$ cat config.mk
export PLATFORM = sky130hd
export DESIGN_NAME = fetch_stage
export DESIGN_NICKNAME = d
export VERILOG_FILES = /design/src/rtl/fetch_stage.sv
export SDC_FILE = /design/constraint.sdc
export NUM_CORES = 1
export LEC_CHECK = 0
export CORE_AREA = 3 3 224 226
export CTS_CLUSTER_SIZE = 10
export DETAILED_ROUTE_END_ITERATION = 12
export DIE_AREA = 0 0 227 229
export PLACE_DENSITY = 0.61
export REMOVE_ABC_BUFFERS = 1
export SLEW_MARGIN = 20
export SYNTH_ARGS = -nofsm -noshare
export SYNTH_HDL_FRONTEND = slang
export SYNTH_SLANG_ARGS = --single-unit
$ cat constraint.sdc
create_clock -name clk -period 13.64 [get_ports clk]
set_input_delay 4.092 -clock clk [delete_from_list [all_inputs] [get_ports clk]]
set_output_delay 4.092 -clock clk [all_outputs]
set_load 0.1 [all_outputs]
$ cat src/rtl/fetch_stage.sv
// Instruction-fetch stage: owns the architectural PC, picks the next PC from
// the predictor, an execute-stage redirect or a hold, and fills the IF/ID
// pipeline register. Also keeps saturating fetch/redirect counters.

`ifndef DataBusBits
`define DataBusBits 64
`endif

module fetch_stage #(
  parameter logic [`DataBusBits-1:0] RESET_PC = '0,
  parameter int unsigned             CNT_W    = 32
) (
  input  logic                    clk,
  input  logic                    reset,
  input  logic                    stall,
  input  logic                    halt,
  input  logic                    redirect,
  input  logic [`DataBusBits-1:0] redirectPC,
  input  logic [`DataBusBits-1:0] PCPlus4,
  input  logic [`DataBusBits-1:0] PCPrediction,
  input  logic [31:0]             instr,
  output logic [`DataBusBits-1:0] PC,
  output logic [31:0]             instrID,
  output logic [`DataBusBits-1:0] PCID,
  output logic [`DataBusBits-1:0] PCPlus4ID,
  output logic [`DataBusBits-1:0] predTargetID,
  output logic                    predTakenID,
  output logic                    validID,
  output logic                    halted,
  output logic [CNT_W-1:0]        fetchCount,
  output logic [CNT_W-1:0]        redirectCount
);

  localparam logic [CNT_W-1:0] CntOne = {{(CNT_W-1){1'b0}}, 1'b1};
  localparam logic [CNT_W-1:0] CntMax = {CNT_W{1'b1}};

  typedef enum logic [1:0] {StBoot, StFetch, StHalt} state_e;

  state_e r_state;
  state_e w_state_next;

  logic                    w_redirect_acc;
  logic                    w_halt_acc;
  logic                    w_fetch_acc;
  logic                    w_pred_taken;

  logic [`DataBusBits-1:0] r_pc;
  logic [31:0]             r_instr_id;
  logic [`DataBusBits-1:0] r_pc_id;
  logic [`DataBusBits-1:0] r_pc_plus4_id;
  logic [`DataBusBits-1:0] r_pred_target_id;
  logic                    r_pred_taken_id;
  logic                    r_valid_id;
  logic [CNT_W-1:0]        r_fetch_cnt;
  logic [CNT_W-1:0]        r_redirect_cnt;

  // State register.
  always_ff @(posedge clk or posedge reset) begin
    if (reset) begin
      r_state <= StBoot;
    end else begin
      r_state <= w_state_next;
    end
  end

  // Next-state: BOOT always advances; only an unredirected halt leaves FETCH.
  always_comb begin
    w_state_next = r_state;
    unique case (r_state)
      StBoot:  w_state_next = StFetch;
      StFetch: if (!redirect && halt) w_state_next = StHalt;
      StHalt:  w_state_next = StHalt;
      default: w_state_next = StBoot;
    endcase
  end

  // Output/decode: prioritised FETCH actions (redirect > halt > stall > fetch).
  always_comb begin
    w_redirect_acc = 1'b0;
    w_halt_acc     = 1'b0;
    w_fetch_acc    = 1'b0;
    halted         = 1'b0;
    unique case (r_state)
      StFetch: begin
        w_redirect_acc = redirect;
        w_halt_acc     = !redirect && halt;
        w_fetch_acc    = !redirect && !halt && !stall;
      end
      StHalt:  halted = 1'b1;
      default: ;
    endcase
  end

  assign w_pred_taken = (PCPrediction != PCPlus4);

  // PC and IF/ID valid flag; the flushed or halted slot becomes a bubble.
  always_ff @(posedge clk or posedge reset) begin
    if (reset) begin
      r_pc       <= RESET_PC;
      r_valid_id <= 1'b0;
    end else if (w_redirect_acc) begin
      r_pc       <= redirectPC;
      r_valid_id <= 1'b0;
    end else if (w_halt_acc) begin
      r_valid_id <= 1'b0;
    end else if (w_fetch_acc) begin
      r_pc       <= PCPrediction;
      r_valid_id <= 1'b1;
    end
  end

  // IF/ID payload is written only on accepted fetches so nothing else leaks in.
  always_ff @(posedge clk or posedge reset) begin
    if (reset) begin
      r_instr_id       <= '0;
      r_pc_id          <= '0;
      r_pc_plus4_id    <= '0;
      r_pred_target_id <= '0;
      r_pred_taken_id  <= 1'b0;
    end else if (w_fetch_acc) begin
      r_instr_id       <= instr;
      r_pc_id          <= r_pc;
      r_pc_plus4_id    <= PCPlus4;
      r_pred_target_id <= PCPrediction;
      r_pred_taken_id  <= w_pred_taken;
    end
  end

  // Saturating performance counters.
  always_ff @(posedge clk or posedge reset) begin
    if (reset) begin
      r_fetch_cnt    <= '0;
      r_redirect_cnt <= '0;
    end else begin
      if (w_fetch_acc && (r_fetch_cnt != CntMax)) begin
        r_fetch_cnt <= r_fetch_cnt + CntOne;
      end
      if (w_redirect_acc && (r_redirect_cnt != CntMax)) begin
        r_redirect_cnt <= r_redirect_cnt + CntOne;
      end
    end
  end

  assign PC            = r_pc;
  assign instrID       = r_instr_id;
  assign PCID          = r_pc_id;
  assign PCPlus4ID     = r_pc_plus4_id;
  assign predTargetID  = r_pred_target_id;
  assign predTakenID   = r_pred_taken_id;
  assign validID       = r_valid_id;
  assign fetchCount    = r_fetch_cnt;
  assign redirectCount = r_redirect_cnt;

endmodule

==> results_dict.tcl <==
set metrics [dict create \
    place_hpwl_um 39100 \
    gp_congestion 0.842 \
    grt_pass1_wl_um 81300 \
    rsz0062_at_grt "no" \
    core-area_mm2 0.0485 \
    final_max_slew_viol_count 0 \
    worstPathBufferInverterCount 3 \
    post-place-ws_ns 6.30 \
    wl_per_cell_um 19.0 \
    synth_seq_cells 356 \
    maxCapViolations 0 \
    clk_path_buf_depth 3 \
    skew_ns 0.0207 \
    dr.max_layer_used "met4" \
    cts_sinks 356 \
    post_cts_buffers 0 \
    cp_cell_sequence "clkdlybuf4s50_1 -> or4b_4 -> buf_4 -> buf_4 -> nand2_1 -> nand2_1" \
    yosys_warnings 0 \
    min_period_over_period 0.496 \
    syn_avg_cell_area_um2 9.40 \
    crit_required_ns 14.12 \
    grt_pass1_vias 13600 \
    wl_met2_um 26400 \
    synth_cell_type_count 43 \
    max_freq_mhz 148 \
    drive_above_1_share 0.0356 \
    setup_slack_ns 6.88 \
    drtPass1Iterations 5 \
    async_flop_share 1.00 \
    ys.flop_type "dfrtp_1" \
    port_buffers 583 \
    cts_resized 0 \
    cts_buffers 42 \
    cts_tree "built" \
    drcViolationCount 0 \
    final_net_count 2417 \
    reg2reg_from "r_state[1]" \
    clock_latency_ns 0.56 \
    hold_class "reg2reg" \
    synth-seq-area-share 0.585 \
    grt-ovfl-total 0 \
    setup_viol 0 \
    crit_path_start_kind "input port" \
    grt_max_degree 182 \
    clk_pin_slew_worst_paths_ns 0.05 \
    yosys-top-cells-count "nand2_1, dfrtp_1, o21ai_0, xor2_1, clkbuf_1" \
    area_delta_synth_final_pct 50.6 \
    fp.dieH_um 229 \
    ant_nets 0 \
    synth_edf_count 0 \
    critPathMaxFanout 81 \
    status "complete, no violations" \
    worst_pin_slew_ns 1.10 \
    rows 81 \
    slowest_stage "buf_4" \
    syn_inst 1620 \
    wl_met3_um 4750 \
    cp_top_family "buffers and inverters" \
    antenna_found_initial 1 \
    min_period_ns 6.76 \
    synth_area_leader_cell "dfrtp_1" \
    cp-startpoint "redirect" \
    worst_path_largest_cell_delay_ns 0.83 \
    synthTopCellsByArea "dfrtp_1, nand2_1, mux2i_1" \
    htreeDepth 2 \
    routed_wl_um 53700 \
    crit_path_end_kind "register" \
    hp-start "instrID[18]" \
    nFillCells 4517 \
    cts-root-buf "clkbuf_16" \
    synth.top_cell.area_share 0.585 \
    arrival_ns 7.24 \
    die_x_um 227 \
    drt-met1-wl_um 21300 \
    yosysMostFrequentCell "nand2_1" \
    drtIter0Drc 647 \
    path_class "in2reg" \
    final_hold_viol_count 0 \
    io_pins 584 \
    initial_core_util 0.314 \
    netlist_area_mm2 0.0152 \
    max-slew-margin-rel 0.266 \
    ctsHoldBuffers 0 \
    viasPerCell 4.65 \
    dieArea_mm2 0.0520 \
    num_vias 13100 \
    finalSetupTns_ns 0 \
    track_usage 0.202 \
]
[cells in the final DEF (no fill, tap or decap), types with 7 or more instances in the layout]
cell type / instances
dfrtp_1: 356
buf_4: 9
nor3_1: 15
o21ai_0: 68
nand2_1: 763
xnor2_1: 57
mux2i_1: 64
xor2_1: 69
and3_1: 7
inv_1: 9
nand4_1: 28
clkdlybuf4s50_1: 583
nor2_1: 18
nor4_1: 20
clkbuf_16: 45
nand3_1: 24
[worst min-delay path: cells and delay by family (launching register included)]
kind / cells / cell delay, ns
flip-flops: 1 / 0.33
AND/OR/NAND/NOR: 2 / 0.10
[registers in the layout, indices dropped and copies added (netlist names)]
signal	count
PCID	64
PCPlus4ID	64
PC	64
predTargetID	64
fetchCount	32
instrID	32
redirectCount	32
r_state	2
predTakenID	1
validID	1
[area by class of cell]
type / instances / area [µm²] / area share
sequential: 356 / 8910 / 0.389
timing repair buffer: 596 / 6000 / 0.262
tap: 622 / 778 / 0.0340
inverter: 10 / 45.0 / 0.00196
antenna: 2 / 5.00 / 0.000218
multi-input combinational: 1177 / 5980 / 0.261
clock buffer: 55 / 1200 / 0.0525
[cell families after synthesis]
kind of cell               synth area share
and+or+nand+nor                       0.245
DFF                                   0.585
xor gates and xnor gates             0.0725
buffers and inverters                0.0232
AOI/OAI and AO/OA                    0.0260
muxes                                0.0436
adders and majority gates           0.00411
[per-stage QoR]
stage	utilization	instance area (µm²)	hold WS [ns]	cells
CTS	0.472	22900	0.475	2815
detailed placement	0.447	21700	0.461	2760
global route	0.472	22900	0.489	2816
global placement	0.446	21700	0.456	2759
floorplan	-	14900	0.552	1543
finish	0.472	22900	0.468	2818
[final timing paths]
check | cells past startpoint | slack [ns] | endpoint
min in group asynchronous | 2 | 4.07 | instrID[11]
max in group asynchronous | 3 | 8.03 | PC[4]
worst min register to register | 2 | 0.47 | instrID[18]
worst max-delay path | 6 | 6.88 | PCPlus4ID[28]
worst min-delay path | 2 | 0.47 | instrID[18]
worst max register to register | 7 | 10.36 | PCPlus4ID[28]
[per-layer routing]
metal  global-route usage  vias up
met5                    0        -
met4               0.0518        0
met3               0.0720       70
met2                0.344      433
met1                0.243     6309
li1                     -     6301
Power is left out: the tool's default activity adds up to more than one toggle a clock period on the data nets, which glitch-free logic cannot reach.
